==> src/rtl/mvtr_pkg.sv <==
// Shared definitions for the mvtr_reg majority voter.
// Optional feature macro: MVTR_ERRCNT_EN (adds the saturating warn counter).
package mvtr_pkg;

  // Width of the optional warn-cycle counter.
  localparam int ERRCNT_W = 16;

  // Majority decision: strictly more than half of the m copies voted 1.
  function automatic logic maj_bit(input int unsigned count, input int unsigned m);
    return (count > (m / 32'd2));
  endfunction

  // Legal copy counts: odd and at least 3, so a strict majority always exists.
  function automatic bit m_is_valid(input int m);
    return (m >= 32'sd3) && ((m % 32'sd2) == 32'sd1);
  endfunction

endpackage

==> src/rtl/mvtr_bit.sv <==
// Single bit-position voter: majority bit, non-unanimity flag and
// per-copy disagreement vector for the M copies of one bit.
module mvtr_bit
  import mvtr_pkg::*;
#(
  parameter int M = 3
) (
  input  logic [M-1:0] bits,
  output logic         voted,
  output logic         mismatch,
  output logic [M-1:0] differ
);

  localparam int CW = $clog2(M + 1);

  logic [CW-1:0] count_s;

  // Population count of the copies, then majority and disagreement decode.
  always_comb begin
    count_s = {CW{1'b0}};
    for (int k = 0; k < M; k++) begin
      count_s = count_s + {{(CW-1){1'b0}}, bits[k]};
    end
    voted    = maj_bit(32'(count_s), M);
    mismatch = (|bits) & ~(&bits);
    differ   = bits ^ {M{voted}};
  end

endmodule

==> src/rtl/mvtr_reg.sv <==
// Registered M-way bitwise majority voter for TMR-protected N-bit words.
// Copy k of vtr_i lives in bits [k*N+N-1 : k*N]. Outputs follow the
// inputs with exactly one clock of latency.
// Optional feature macro: MVTR_ERRCNT_EN adds err_cnt_o, a 16-bit
// saturating count of clock edges that saw a non-unanimous vote.
module mvtr_reg
  import mvtr_pkg::*;
#(
  parameter int M = 3,
  parameter int N = 8
) (
  input  logic                clk_i,
  input  logic                rstn_i,
  input  logic [M*N-1:0]      vtr_i,
  output logic [N-1:0]        vtr_o,
  output logic                warn_o,
`ifdef MVTR_ERRCNT_EN
  output logic [M-1:0]        dis_o,
  output logic [ERRCNT_W-1:0] err_cnt_o
`else
  output logic [M-1:0]        dis_o
`endif
);

  // Reject configurations with no strict majority or an empty word.
  if (!m_is_valid(M)) begin : g_bad_m
    $error("mvtr_reg: M must be odd and >= 3");
  end
  if (N < 1) begin : g_bad_n
    $error("mvtr_reg: N must be >= 1");
  end

  logic [N-1:0] voted_s;
  logic [N-1:0] mism_s;
  logic [M-1:0] differ_s [N];
  logic [M-1:0] dis_s;
  logic         warn_s;

  // One voter per bit position, fed with that bit of every copy.
  for (genvar b = 0; b < N; b++) begin : g_bit
    logic [M-1:0] col_s;
    for (genvar k = 0; k < M; k++) begin : g_col
      assign col_s[k] = vtr_i[k*N + b];
    end
    mvtr_bit #(.M(M)) u_bit (
      .bits     (col_s),
      .voted    (voted_s[b]),
      .mismatch (mism_s[b]),
      .differ   (differ_s[b])
    );
  end

  // Fold per-bit disagreement into per-copy flags and the overall warning.
  always_comb begin
    dis_s = {M{1'b0}};
    for (int b = 0; b < N; b++) begin
      dis_s = dis_s | differ_s[b];
    end
    warn_s = |mism_s;
  end

  // Output registers: the vote is re-evaluated and captured every cycle.
  always_ff @(posedge clk_i or negedge rstn_i) begin
    if (!rstn_i) begin
      vtr_o  <= {N{1'b0}};
      warn_o <= 1'b0;
      dis_o  <= {M{1'b0}};
    end else begin
      vtr_o  <= voted_s;
      warn_o <= warn_s;
      dis_o  <= dis_s;
    end
  end

`ifdef MVTR_ERRCNT_EN
  // Saturating count of edges with a non-unanimous vote; never wraps.
  always_ff @(posedge clk_i or negedge rstn_i) begin
    if (!rstn_i) begin
      err_cnt_o <= 16'h0000;
    end else if (warn_s && (err_cnt_o != 16'hFFFF)) begin
      err_cnt_o <= err_cnt_o + 16'h0001;
    end else begin
      err_cnt_o <= err_cnt_o;
    end
  end
`endif

endmodule

==> config.mk <==
export PLATFORM = sky130hd
export DESIGN_NAME = mvtr_reg
export DESIGN_NICKNAME = d
export VERILOG_FILES = /design/src/rtl/mvtr_pkg.sv /design/src/rtl/mvtr_bit.sv /design/src/rtl/mvtr_reg.sv
export SDC_FILE = /design/constraint.sdc
export NUM_CORES = 1
export LEC_CHECK = 0
export ABC_AREA = 1
export BUFFER_PORTS_ARGS = -buffer_cell sky130_fd_sc_hd__buf_4
export CAP_MARGIN = 20
export CORE_UTILIZATION = 40
export CTS_BUF_LIST = sky130_fd_sc_hd__clkbuf_8 sky130_fd_sc_hd__clkbuf_16
export DETAILED_ROUTE_END_ITERATION = 8
export GPL_TIMING_DRIVEN = 0
export PLACE_DENSITY = 0.66
export RECOVER_POWER = 100
export SKIP_LAST_GASP = 1
export SLEW_MARGIN = 40
export SYNTH_ARGS = -nofsm -noshare
export SYNTH_HDL_FRONTEND = slang
export SYNTH_SLANG_ARGS = --single-unit
==> constraint.sdc <==
create_clock -name clk_i -period 0.8 [get_ports clk_i]
set_clock_uncertainty 0.2 [all_clocks]
set_input_delay 0.16 -clock clk_i [delete_from_list [all_inputs] [get_ports clk_i]]
set_output_delay 0.16 -clock clk_i [all_outputs]
set_load 0.02 [all_outputs]
==> flow_summary_export.csv <==
group,metric,value,unit
critical_path,cp_max_fo,1,
clocking,h-tree-depth,1,
timing,rsz0062_at_grt,"true",
synthesis,ys_types,14,
grt,grt_max_degree,13,
grt,grt_use_total,0.212,
job,cap_violations,0,
layout,fin_nets,270,
routing,postRouteAntennaNets,0,
clocking,hold_buffers,1,
power,switching_share,0.349,
clocking,clk_path_buf_depth,2,
timing,setup_viol,18,
run_status,violations,"negative hold slack, negative setup slack",
critical_path,path_cells,"buf_6",
synthesis,ys_seq_area_frac,0.263,
power,p_comb_frac,0.466,
routing,remaining_drc_errors,0,
timing,fin_setup_tns,-4.67,ns
critical_path,slowest_stage,"dfrtp_1",
floorplanning,die_area,3070,µm²
clocking,cts-root-buf,"clkbuf_8",
timing,fmax,0.888,GHz
grt,grt_remaining_overflow,0,
grt,antenna_found_initial,0,
critical_path,cpPeakStageDelay,0.39,ns
synthesis,synth_warnings,0,
routing,wl_per_cell,12.3,µm
place,hpwl,2.45,mm
grt,first_global_vias,1228,
layout,area_growth,77.9,%
timing,hold_viol_final,2,
synthesis,synth_top_area_cell,"dfrtp_1",
place,port-buffer-count,37,
synthesis,ys_top_cells_by_count,"nand2_1 (66), nand3_1 (25), inv_1 (23), dfrtp_1 (12), nand2_2 (11)",
timing,slew_headroom,0.874,
critical_path,critical_path_arrival,0.77,ns
floorplanning,die_x,55.4,µm
floorplanning,placeableCoreArea,2730,µm²
floorplanning,start_util,0.417,
critical_path,endpoint_kind,"output port",
place,gp_congestion,0.753,
clocking,worst_setup_hold_path_clk_slew,0.05,ns
synthesis,synth_edf_count,0,
timing,final.min_clock_period,1.13,ns
critical_path,criticalPathCategory,"flip-flop to output port",
place,dpl_worst_slack,-0.578,ns
synthesis,synth_ff_type,"dfrtp_1",
place,place_inst,251,
run_status,status,"finished with violations",
hold_path,holdCritStartpoint,"vtr_i[8]",
critical_path,critPathTopFamily,"flip-flops",
timing,setup_ws,-0.326,ns
synthesis,synth_most_common_cell,"nand2_1",
power,power_density,1140,nW/µm²
clocking,numCtsBuffers,3,
synthesis,synth-seq-cells,12,
synthesis,synthCells,183,
timing,report.final.slew_viol_count,0,
synthesis,synth_fp_nets,217,
synthesis,synth_top_area_frac,0.263,
critical_path,worst-path-buf-inv,1,
layout,fin_util,0.742,
power,peakVddDrop,0.957,mV
routing,vias,1321,
synthesis,synth_area_leaders,"dfrtp_1 (26%), nand2_1 (22%), nand3_1 (11%)",
layout,diodes,0,
critical_path,required,0.44,ns
clocking,cts_tree,"built",
floorplanning,io_pins,38,
routing,finalWirelength,3.25,mm
floorplanning,die_h,55.4,µm
critical_path,cp-startpoint,"vtr_o[6]$_DFF_PN0_",
layout,fillers,213,
power,p_sw,806,µW
hold_path,worstHoldPathType,"input port to flip-flop",
timing,whs,-0.0303,ns
timing,finalCritPeriodShare,1.41,
power,seqPwrFrac,0.289,
synthesis,ys_async_sr_fraction,1.00,
critical_path,cp-start-kind,"flip-flop",
layout,fin_cells,265,
power,p_leak,0.00101,µW
routing,via_per_inst,4.98,
power,p_int,1500,µW
timing,worst_pin_slew,0.188,ns
clocking,cts.sinks,12,
power,p_clk_frac,0.245,
routing,drt_iter0_markers,40,
floorplanning,fp-row-count,19,
routing,firstDrtPassIters,5,
synthesis,syn-cell-area,1140,µm²
grt,grt_first_pass_wirelength,5.19,mm
synthesis,syn_avg_cell_area,6.24,µm²
layout,drive_gt1_frac,0.496,
layer usage:
metal | track usage | routed length (µm) | up-vias
li1 | - | - | 683
met1 | 0.279 | 1450 | 594
met2 | 0.358 | 1650 | 40
met3 | 0.0234 | 116 | 4
met4 | 0.0750 | 36 | 0
met5 | 0 | 0 | -
sequential cells by signal, indices dropped and copies added (netlist names):
| signal | count |
|---|---|
| vtr_o | 8 |
| dis_o | 3 |
| warn_o | 1 |
cells in the final DEF, fill, tap and decap left out:
cell / instances
nand3b_1: 4
nand2_1: 56
clkbuf_4: 1
nor2_2: 1
nand2_4: 15
inv_2: 9
dfrtp_1: 12
buf_4: 15
dlygate4sd3_1: 1
o21ai_1: 6
nand3_2: 7
a21oi_2: 2
buf_12: 4
inv_8: 1
inv_4: 8
nand2_2: 11
ha_4: 8
inv_6: 3
inv_1: 8
a21oi_1: 2
nand3_1: 18
buf_6: 22
buf_8: 5
inv_12: 1
nor2_1: 9
nand4_1: 2
clkbuf_8: 3
per-stage QoR:
step	hold slack, ns	area [µm²]	power (µW)
final	-0.0303	2030	2310
after detailed placement	-0.186	1690	1570
after global routing	-0.0174	2030	2450
after global placement	-0.190	1690	1540
after CTS	-0.0343	1910	2240
after floorplan	-0.336	1380	1210
layout make-up:
type	instances	area, µm²	share of cell area
Clock buffer	3	41.3	0.0203
Sequential cell	12	300	0.148
Timing Repair Buffer	48	533	0.263
Inverter	30	168	0.0826
Tap cell	31	38.8	0.0191
Multi-Input combinational cell	141	948	0.467
logic make-up (layout without fill, tap and decap cells):
logic type / count (synthesis) / after routing / synth area share
flops: 12 / 12 / 0.263
fa+ha+maj: 8 / 8 / 0.0877
compound gates: 10 / 10 / 0.0439
simple gates: 123 / 123 / 0.507
buf+inv: 30 / 81 / 0.0987
worst paths after layout:
check	to	depth (start not counted)
setup / recovery	vtr_o[6]	1
hold / removal	vtr_o[0]$_DFF_PN0_	3
max in group asynchronous	dis_o[0]$_DFF_PN0_	2
min in group asynchronous	vtr_o[3]$_DFF_PN0_	2
repair_timing:
| item | in CTS | in global routing |
|---|---|---|
| setup buffers | 4 | 7 |
| endpoints found under the setup margin | 16 | 18 |
| gates resized for setup | 36 | 21 |
| endpoints found under the hold margin | 16 | 2 |
| pin swaps | 29 | 20 |
power groups by stage:
| stage | logic [µW] | clock network (µW) | registers, µW |
|---|---|---|---|
| after floorplan | 485 | 0 | 721 |
| after global placement | 868 | 0 | 668 |
| after detailed placement | 897 | 0 | 670 |
| after CTS | 998 | 574 | 667 |
| after global routing | 1170 | 608 | 671 |
| final | 1080 | 566 | 668 |
Note: power is estimated with default switching activity, not from simulation.
